===== src/rtl/boton_control.sv =====
// Four-button press classifier: times the hold of the highest-priority new press
// and reports one short/long event per press through a valid/ack handshake.
module boton_control #(
    parameter int LONG_TIME = 2000
) (
    input  logic       clk,
    input  logic       rst_n,
    input  logic [3:0] btn_i,
    input  logic       evt_ack_i,
    output logic       evt_valid_o,
    output logic [1:0] evt_btn_o,
    output logic       evt_long_o,
    output logic       busy_o
);

    localparam int CW = $clog2(LONG_TIME + 1);
    localparam logic [CW-1:0] CNT_LAST = CW'(LONG_TIME - 1);

    typedef enum logic [1:0] {
        IDLE,
        HOLD,
        REPORT,
        RELEASE
    } state_t;

    state_t          state_q, state_d;
    logic [3:0]      btn_prev_q;
    logic [CW-1:0]   cnt_q, cnt_d;
    logic [1:0]      sel_q, sel_d;
    logic            long_q, long_d;
    logic [3:0]      rise;
    logic [1:0]      rise_idx;

    // NOTE: every always_comb output gets a default first, so no path leaves it unassigned (no latch).
    always_comb begin
        rise     = btn_i & ~btn_prev_q;
        rise_idx = 2'd0;
        if (rise[0])      rise_idx = 2'd0;
        else if (rise[1]) rise_idx = 2'd1;
        else if (rise[2]) rise_idx = 2'd2;
        else if (rise[3]) rise_idx = 2'd3;
    end

    always_comb begin
        state_d = state_q;
        cnt_d   = cnt_q;
        sel_d   = sel_q;
        long_d  = long_q;
        case (state_q)
            IDLE: begin
                if (rise != 4'b0000) begin
                    sel_d   = rise_idx;
                    cnt_d   = '0;
                    state_d = HOLD;
                end
            end
            HOLD: begin
                // Release wins over the long threshold when both land in the same cycle.
                if (!btn_i[sel_q]) begin
                    long_d  = 1'b0;
                    state_d = REPORT;
                end else if (cnt_q == CNT_LAST) begin
                    long_d  = 1'b1;
                    state_d = REPORT;
                end else begin
                    cnt_d = cnt_q + CW'(1);
                end
            end
            REPORT: begin
                if (evt_ack_i) begin
                    state_d = (btn_i != 4'b0000) ? RELEASE : IDLE;
                end
            end
            RELEASE: begin
                if (btn_i == 4'b0000) state_d = IDLE;
            end
            default: state_d = IDLE;
        endcase
    end

    // NOTE: sequential state uses non-blocking assignments so all registers update together at the edge.
    always_ff @(posedge clk or negedge rst_n) begin
        if (!rst_n) begin
            state_q    <= IDLE;
            btn_prev_q <= 4'b0000;
            cnt_q      <= '0;
            sel_q      <= 2'd0;
            long_q     <= 1'b0;
        end else begin
            state_q    <= state_d;
            btn_prev_q <= btn_i;
            cnt_q      <= cnt_d;
            sel_q      <= sel_d;
            long_q     <= long_d;
        end
    end

    assign evt_valid_o = (state_q == REPORT);
    assign evt_btn_o   = evt_valid_o ? sel_q : 2'd0;
    assign evt_long_o  = evt_valid_o ? long_q : 1'b0;
    assign busy_o      = (state_q == HOLD);

endmodule


===== config.mk =====
export PLATFORM = sky130hd
export DESIGN_NAME = boton_control
export DESIGN_NICKNAME = d
export VERILOG_FILES = /design/src/rtl/boton_control.sv
export SDC_FILE = /design/constraint.sdc
export NUM_CORES = 1
export LEC_CHECK = 0
export CORE_MARGIN = 5
export CORE_UTILIZATION = 26
export CTS_CLUSTER_DIAMETER = 40
export CTS_CLUSTER_SIZE = 25
export DETAILED_ROUTE_END_ITERATION = 12
export DONT_BUFFER_PORTS = 1
export SYNTH_ARGS = -nofsm -noshare
export SYNTH_HDL_FRONTEND = slang
export SYNTH_SLANG_ARGS = --single-unit

===== constraint.sdc =====
create_clock -name clk -period 2.7 [get_ports clk]
set_input_delay 0.27 -clock clk [delete_from_list [all_inputs] [get_ports clk]]
set_output_delay 0.27 -clock clk [all_outputs]
set_load 0.01 [all_outputs]

==> impl_metrics.toml, run 1 <==
[outcome]
outcome = "completed"

[cts]
clock_path_buffers = 2
cts_resized = 0
cts_tree = "built"
clock_latency_ns = 0.27
clockRootBuffer = "clkbuf_8"
numCtsBuffers = 3
clock_sinks = 20
clk_pin_slew_ns = 0.08
h-tree-depth = 1

[layout]
drive_gt1_frac = 0.0973
syn_to_final_growth_pct = 12.8
design_area_um2 = 1230
fin_cells = 163
diodes = 0
finish.net_count = 122
layout_common_cells = "20 x dfrtp_1, 9 x nand2_1, 6 x inv_1, 6 x nor2_1"
final_core_util = 0.304
final_common_cell = "dfrtp_1"

[global_route]
grt_pass1_vias = 850
met3_usage = 0.0360
grt_max_degree = 21
grt_overflow = 0
top_usage_layer = "met2"
grtUsageMet2 = 0.157
antenna_found_initial = 0
grt_use_met1 = 0.121
grt_pass1_wl_um = 4110
track_usage = 0.0968

[synthesis]
synth_area_um2 = 1090
ys_types = 39
syn_inst = 109
synth_fp_nets = 117
ys_seq_area_frac = 0.460
syn_avg_cell_area_um2 = 9.98
synth_warnings = 0
ys_ff_latch = 20

[place]
place_hpwl_um = 1870
numPortBuffers = 0
placed_cells = 158
gp_congestion = 0.857
place_ws_ns = 0.941
dpl_cell_area_um2 = 1140

[timing]
period_share = 0.666
maxSlewHeadroom = 0.394
drv_slew = 0
fin_crit_ns = 1.80
fmax_mhz = 556
fin_ws_ns = 0.902
rsz0062_at_grt = "false"
fin_skew_ns = 0.0114
setup_viol = 0
finalHoldViolCount = 0
holdWs_ns = 0.0212
tns_ns = 0
tightest_slew_ns = 0.907

[floorplan]
design.die.area_um2 = 5570
fp-row-count = 23
start_util = 0.270
io_pins = 12
chipWidth_um = 74.7
fp.coreArea_um2 = 4030
die_h_um = 74.7

[worst_setup_path]
cp_cell_sequence = "nor3b_1, a2bb2oi_2, or4_1, o211ai_1"
path_buf_inv = 0
startpoint_type = "flop"
cp_top_family = "simple AND/OR/NAND/NOR gates"
cp.arrival_ns = 1.97
worstPathRequired_ns = 2.87
critPathMaxStageDelay_ns = 0.56
worst-setup-path-type = "flop to flop"
crit_fanout = 8
crit_path_end_kind = "flop"
slowest_stage = "or4_1"

[power_and_ir_drop]
leakagePower_nw = 0.488
internal_power_mw = 0.712
vdd_drop_max_uv = 245
finalPower_mw = 1.13
p_switching_mw = 0.417
clkPwrFrac = 0.270
p_comb_frac = 0.320
seqPwrFrac = 0.409
cellPowerDensity_nw_per_um2 = 920
sw_frac_of_total = 0.369

[routing]
drtAntennaViolNets = 0
wl_per_cell_um = 15.2
dr.pass1.iters = 4
drt_iter0_drc = 65
vias = 864
drc = 0
drt-vias-per-instance = 5.30
routed_wl_um = 2480

[hold_path]
hp-class = "input pin to flop"

[job]
max-cap-violations = 0
-- flip-flops by register name, indices dropped and copies added, names as in the netlist --
name	flops
state_q	2
long_q	1
sel_q	2
cnt_q	11
btn_prev_q	4
-- power groups by stage --
stage          logic (mW)  registers, mW  clock network (mW)
6_report            0.361          0.462               0.305
5_1_grt             0.396          0.476               0.321
4_1_cts             0.361          0.461               0.304
3_5_place_dp        0.352          0.467                   0
3_3_place_gp        0.334          0.460                   0
2_1_floorplan       0.280          0.441                   0
-- cell type report --
class / count / area (µm²)
Inverter: 6 / 22.5
Clock buffer: 3 / 41.3
Sequential cell: 20 / 500
Clock inverter: 1 / 30.0
Fill cell: 415 / 2800
Multi-Input combinational cell: 82 / 559
Timing Repair Buffer: 1 / 10.0
Tap cell: 50 / 62.6
-- cells in the mapped netlist, drive strengths merged --
cell / number / area share
nand2b: 3 / 0.017
a2bb2oi: 1 / 0.014
o221ai: 2 / 0.016
or3b: 1 / 0.0081
o21ai: 7 / 0.036
o211a: 1 / 0.0092
or3: 1 / 0.0058
or2: 1 / 0.0058
nor2: 6 / 0.021
o31ai: 1 / 0.0069
o22a: 1 / 0.0081
a22o: 2 / 0.016
nand3: 5 / 0.023
o41ai: 1 / 0.025
nor4: 1 / 0.0058
inv: 6 / 0.021
and2: 3 / 0.017
nor3b: 1 / 0.0069
a311o: 1 / 0.0092
o211ai: 3 / 0.021
o21a: 1 / 0.0069
a22oi: 1 / 0.012
mux2: 1 / 0.010
nand4: 3 / 0.017
a21boi: 1 / 0.0069
dfrtp: 20 / 0.46
nand2: 9 / 0.031
mux2i: 4 / 0.037
ha: 1 / 0.012
nor2b: 5 / 0.029
nor3: 4 / 0.023
buf: 1 / 0.0046
nand3b: 1 / 0.0069
or4: 3 / 0.021
o2bb2ai: 1 / 0.0081
a21oi: 5 / 0.023
-- worst paths after layout --
kind,from,endpoint,slack [ns],cells past startpoint
max,state_q[1],cnt_q[3],0.90,4
min,btn_i[2],btn_prev_q[2],0.02,0
max reg2reg,state_q[1],cnt_q[3],0.90,4
min reg2reg,cnt_q[9],cnt_q[9],0.48,1
max in group asynchronous,rst_n,cnt_q[6],1.56,1
min in group asynchronous,rst_n,btn_prev_q[3],0.57,1
-- worst reg2reg max path, stage by stage, from the launching register on --
cell,delay [ns]
dfrtp_1,0.45
nor3b_1,0.36
a2bb2oi_2,0.20
or4_1,0.56
o211ai_1,0.13
-- kinds of logic (layout without fill, tap and decap cells) --
kind of cell | Yosys count | count (layout) | share of synthesized area
simple gates | 47 | 47 | 0.238
compound gates | 29 | 29 | 0.217
flops | 20 | 20 | 0.460
buf+inv | 7 | 11 | 0.0253
mux | 5 | 5 | 0.0472
fa+ha+maj | 1 | 1 | 0.0115
-- timing repair --
action	in CTS	in global routing
buffers inserted	0	0
hold buffers	1	0
hold endpoints to repair	20	0
-- metal layers --
layer  routed length [µm]  up-vias
met5                    0        -
met2                 1180       26
met3                  192        4
met4                   20        0
met1                 1090      418
li1                     -      416
Power figures use the tool's default switching activity.
==> run 2, diff against run 1 <==
clock period = 1.5 ns   (was 2.7 ns; I/O delays follow)
==> run 2 against run 1 <==
Compared with the run above: the run now ends with negative setup slack left; total power is 110% higher; global-route usage increased by 1.2 points; routed wire length rose by 14%; critical endpoint is now cnt_q[8]; largest power group is now combinational cells.
==> impl_metrics.toml, run 2 (same netlist as run 1, synthesis figures left out) <==
[outcome]
outcome = "complete, but fails checks"
failed_checks = "negative setup slack"

[layout]
reg_top3 = "cnt_q (11), btn_prev_q (4)"
layout_common_cells = "27 x buf_4, 19 x dfrtp_1, 9 x nand2_1"
finish.net_count = 154
final_common_cell = "buf_4"
nFillCells = 409
diodes = 0
top_register = "cnt_q"
fin_cells = 195
drive_gt1_frac = 0.359
syn_to_final_growth_pct = 42.5
design_area_um2 = 1550
largest_register_ffs = 11

[power_and_ir_drop]
finalPower_mw = 2.36
leakagePower_nw = 0.670
internal_power_mw = 1.50
cellPowerDensity_nw_per_um2 = 1520
p_switching_mw = 0.864
clkPwrFrac = 0.182
p_comb_frac = 0.483
vdd_drop_max_uv = 417
seqPwrFrac = 0.335
sw_frac_of_total = 0.366

[routing]
dr.pass1.iters = 4
vias = 986
wl_per_cell_um = 14.5
drc = 0
drt-vias-per-instance = 5.06
routed_wl_um = 2840
drtAntennaViolNets = 0
drt_iter0_drc = 35

[place]
numPortBuffers = 0
place_hpwl_um = 2090
placed_cells = 184
gp_congestion = 0.824
place_ws_ns = -0.166
dpl_cell_area_um2 = 1350

[global_route]
grt_pass1_vias = 951
grtUsageMet2 = 0.175
met3_usage = 0.0320
grt_max_degree = 21
track_usage = 0.109
grt_use_met1 = 0.148
grt_pass1_wl_um = 4620
top_usage_layer = "met2"
antenna_found_initial = 0
grt_overflow = 0

[timing]
tns_ns = -0.363
setup_viol = 10
drv_slew = 0
fin_crit_ns = 1.61
maxSlewHeadroom = 0.353
period_share = 1.07
tightest_slew_ns = 0.967
fin_ws_ns = -0.107
fmax_mhz = 622
finalHoldViolCount = 0
fin_skew_ns = 0.00808
rsz0062_at_grt = "true"

[cts]
clockRootBuffer = "clkbuf_8"
numCtsBuffers = 3
clock_latency_ns = 0.26
clock_path_buffers = 2
clock_sinks = 20
clk_pin_slew_ns = 0.08
h-tree-depth = 1
cts_tree = "built"

[floorplan]
die_h_um = 74.7
start_util = 0.270
io_pins = 12
fp.coreArea_um2 = 4030
design.die.area_um2 = 5570
fp-row-count = 23
chipWidth_um = 74.7

[job]
max-cap-violations = 0

[worst_setup_path]
worstPathRequired_ns = 1.67
crit_path_end_kind = "flop"
worst-setup-path-type = "flop to flop"
crit_fanout = 8
cp.arrival_ns = 1.78
cp-endpoint = "cnt_q[8]"
crit-reg2reg-launch = "state_q[1]"
ff2ff_path_depth = 4
r2r_setup_slack_ns = -0.11
r2r_end = "cnt_q[8]"
startpoint_type = "flop"
startpoint = "state_q[1]"

[hold_path]
hp-class = "input pin to flop"
hp-start = "evt_ack_i"
## run 2: worst min-delay path by stage
stage,endpoint,slack (ns),depth (start not counted)
3_5_place_dp,btn_prev_q[1],-0.15,0
6_report,state_q[0],0.06,2
2_1_floorplan,btn_prev_q[0],-0.15,0
4_1_cts,state_q[0],0.06,2
3_3_place_gp,btn_prev_q[3],-0.15,0
5_1_grt,state_q[0],0.05,2
## run 2: per-stage QoR
step	hold WS, ns	util
floorplan	-0.146	-
global placement	-0.145	0.335
detailed placement	-0.145	0.335
CTS	0.0643	0.379
global route	0.0492	0.384
finish	0.0592	0.384
## run 2: critical path, stage by stage, from the launching register on
cell       delay [ns]
dfrtp_2          0.44
nand3b_1         0.23
a2bb2oi_4        0.24
or4_4            0.53
o221ai_2         0.08
## run 2: power groups by stage
stage | registers (mW) | logic, mW | clock network, mW
floorplan | 0.798 | 0.514 | 0
global placement | 0.770 | 0.982 | 0
detailed placement | 0.782 | 0.992 | 0
CTS | 0.788 | 1.10 | 0.432
global route | 0.811 | 1.24 | 0.463
finish | 0.791 | 1.14 | 0.429
## run 2: layer usage
| metal | vias up | wire length (µm) |
|---|---|---|
| met1 | 482 | 1290 |
| li1 | 478 | - |
| met2 | 24 | 1400 |
| met4 | 0 | 6 |
| met3 | 2 | 140 |
| met5 | - | 0 |
## run 2: cell type report
class                      instances  area [µm²]  area share
sequential                        20         502       0.324
clock buffer                       4        55.1      0.0355
inverter                           6        22.5      0.0145
tap                               50        62.6      0.0404
timing repair buffer              33         264       0.170
multi-input combinational         82         643       0.415
## run 2: timing repair
item                                    4_1_cts  5_1_grt
endpoints found under the setup margin       13       18
hold buffers                                  5        0
pin swaps                                    11        2
setup buffers                                 1        2
hold endpoints to repair                     24        0
resized for setup                            14        4
==> run 3, diff against run 2 <==
clock period = 1.9 ns   (was 1.5 ns; I/O delays follow)
==> run 3 against run 2 <==
Compared with the run above: the flow now finishes without violations; routed wire length shrank 14%; cell area shrank 18%; count of clock-buffer cells in the layout shrank 1; via count shrank 10%; first-iteration DRC count grew 26%; flip-flop and latch count is the same; critical path depth is the same; register-to-register slack gained 0.24 ns; sequential share of layout area grew 7.2 points; worst hold slack gained 0.068 ns; maximum frequency shrank 9.2%; largest cell class unchanged; largest power group is now sequential cells; highest routed layer unchanged.
==> impl_metrics.toml, run 3 (same netlist as run 1, synthesis figures left out) <==
[floorplan]
start_util = 0.270
io_pins = 12
fp.coreArea_um2 = 4030
chipWidth_um = 74.7
fp-row-count = 23
die_h_um = 74.7
design.die.area_um2 = 5570

[timing]
fin_skew_ns = 0.00244
holdWs_ns = 0.127
drv_slew = 0
tns_ns = 0
maxSlewHeadroom = 0.383
period_share = 0.932
fin_ws_ns = 0.129
fin_crit_ns = 1.77
fmax_mhz = 565
setup_viol = 0
finalHoldViolCount = 0
tightest_slew_ns = 0.922
rsz0062_at_grt = "false"

[power_and_ir_drop]
cellPowerDensity_nw_per_um2 = 1160
sw_frac_of_total = 0.384
p_switching_mw = 0.564
internal_power_mw = 0.907
vdd_drop_max_uv = 311
seqPwrFrac = 0.444
leakagePower_nw = 0.504
p_comb_frac = 0.374
clkPwrFrac = 0.181

[place]
place_ws_ns = 0.162
place_hpwl_um = 1750
gp_congestion = 0.861
numPortBuffers = 0

[job]
max-cap-violations = 0

[cts]
clock_latency_ns = 0.25
clock_sinks = 20
numCtsBuffers = 3
clock_path_buffers = 2
postCtsSetupBuffers = 0
clk_pin_slew_ns = 0.07
clockRootBuffer = "clkbuf_8"
cts_tree = "built"
h-tree-depth = 1

[worst_setup_path]
worstPathRequired_ns = 2.04
r2r_setup_slack_ns = 0.13
cp_cell_sequence = "or3b_1, or3_1, a22oi_2, o21ai_1"
crit-reg2reg-launch = "cnt_q[5]"
worst-setup-path-type = "flop to flop"
startpoint = "cnt_q[5]"
cp.arrival_ns = 1.91
crit_fanout = 6
slowest_stage = "or3_1"
ff2ff_path_depth = 4
r2r_end = "state_q[0]"
startpoint_type = "flop"
critPathMaxStageDelay_ns = 0.51
cp-endpoint = "state_q[0]"
crit_path_end_kind = "flop"

[global_route]
grt_overflow = 0
top_usage_layer = "met2"
grt_max_degree = 21
met3_usage = 0.0294
track_usage = 0.0960
antenna_found_initial = 0
grt_pass1_vias = 867
grtUsageMet2 = 0.140
grt_pass1_wl_um = 4060
grt_use_met1 = 0.136

[hold_path]
hp-class = "input pin to flop"

[layout]
top_register = "cnt_q"
layout_common_cells = "20 x dfrtp_1, 9 x nand2_1, 6 x inv_1, 6 x nor2_1"
multiInputGateArea_um2 = 566
drive_gt1_frac = 0.118
largest_register_ffs = 11
diodes = 0
seqCellArea_um2 = 500
syn_to_final_growth_pct = 16.3
reg_top3 = "cnt_q (11), btn_prev_q (4)"
finish.net_count = 129
final_common_cell = "dfrtp_1"
nFillCells = 415

[routing]
vias = 885
drt-vias-per-instance = 5.24
dr.pass1.iters = 4
drtAntennaViolNets = 0
drc = 0
drt_iter0_drc = 44
wl_per_cell_um = 14.4
routed_wl_um = 2430

[outcome]
outcome = "completed"
[run 3: changes by cell type in the layout (fill, tap and decap cells not counted), sizes merged]
| cell | before | now |
|---|---|---|
| buf | 28 | 3 |
| clkbuf | 4 | 3 |
[run 3: area by class of cell]
class	instances	area share
clock buffers	3	0.0326
multi-input cells	82	0.447
well taps	50	0.0495
inverters	6	0.0178
flip-flops and latches	20	0.396
repair buffers	8	0.0574
[run 3: power by group through the flow]
| stage | registers, mW | clock network, mW | logic (mW) |
|---|---|---|---|
| after floorplan | 0.627 | 0 | 0.398 |
| after global placement | 0.654 | 0 | 0.520 |
| after detailed placement | 0.660 | 0 | 0.530 |
| after CTS | 0.652 | 0.277 | 0.553 |
| after global routing | 0.674 | 0.301 | 0.621 |
| final | 0.654 | 0.266 | 0.551 |
[run 3: worst min path at each step]
stage,slack [ns],end,cells past startpoint,startpoint
detailed placement,-0.10,btn_prev_q[3],0,rst_n
global placement,-0.10,btn_prev_q[1],0,rst_n
CTS,0.11,state_q[0],2,evt_ack_i
floorplan,-0.11,btn_prev_q[0],0,rst_n
finish,0.13,state_q[0],2,evt_ack_i
global route,0.12,state_q[0],2,evt_ack_i
[run 3: metal layers]
metal | part of all wire | wire [µm] | vias to the layer above
li1 | - | - | 428
met1 | 0.47 | 1140 | 431
met2 | 0.46 | 1120 | 24
met3 | 0.064 | 156 | 2
met4 | 0.0041 | 10 | 0
met5 | 0 | 0 | -
[run 3: worst max-delay path, delay by kind of cell (launching register included)]
| kind | cells | cell delay (ns) |
|---|---|---|
| AOI/OAI and AO/OA | 2 | 0.29 |
| DFF | 1 | 0.45 |
| and+or+nand+nor | 2 | 0.92 |
[run 3: metrics by stage]
stage,power [mW],area [µm²],utilization,cells
after floorplan,1.02,1090,-,109
after global placement,1.17,1170,0.290,161
after detailed placement,1.19,1170,0.290,161
after CTS,1.48,1260,0.312,169
after global routing,1.60,1260,0.314,169
final,1.47,1260,0.314,169
[run 3: what timing repair did]
action                                  4_1_cts  5_1_grt
endpoints found under the setup margin        0        1
resized for setup                             0        1
hold buffers                                  5        0
hold endpoints to repair                     24        0
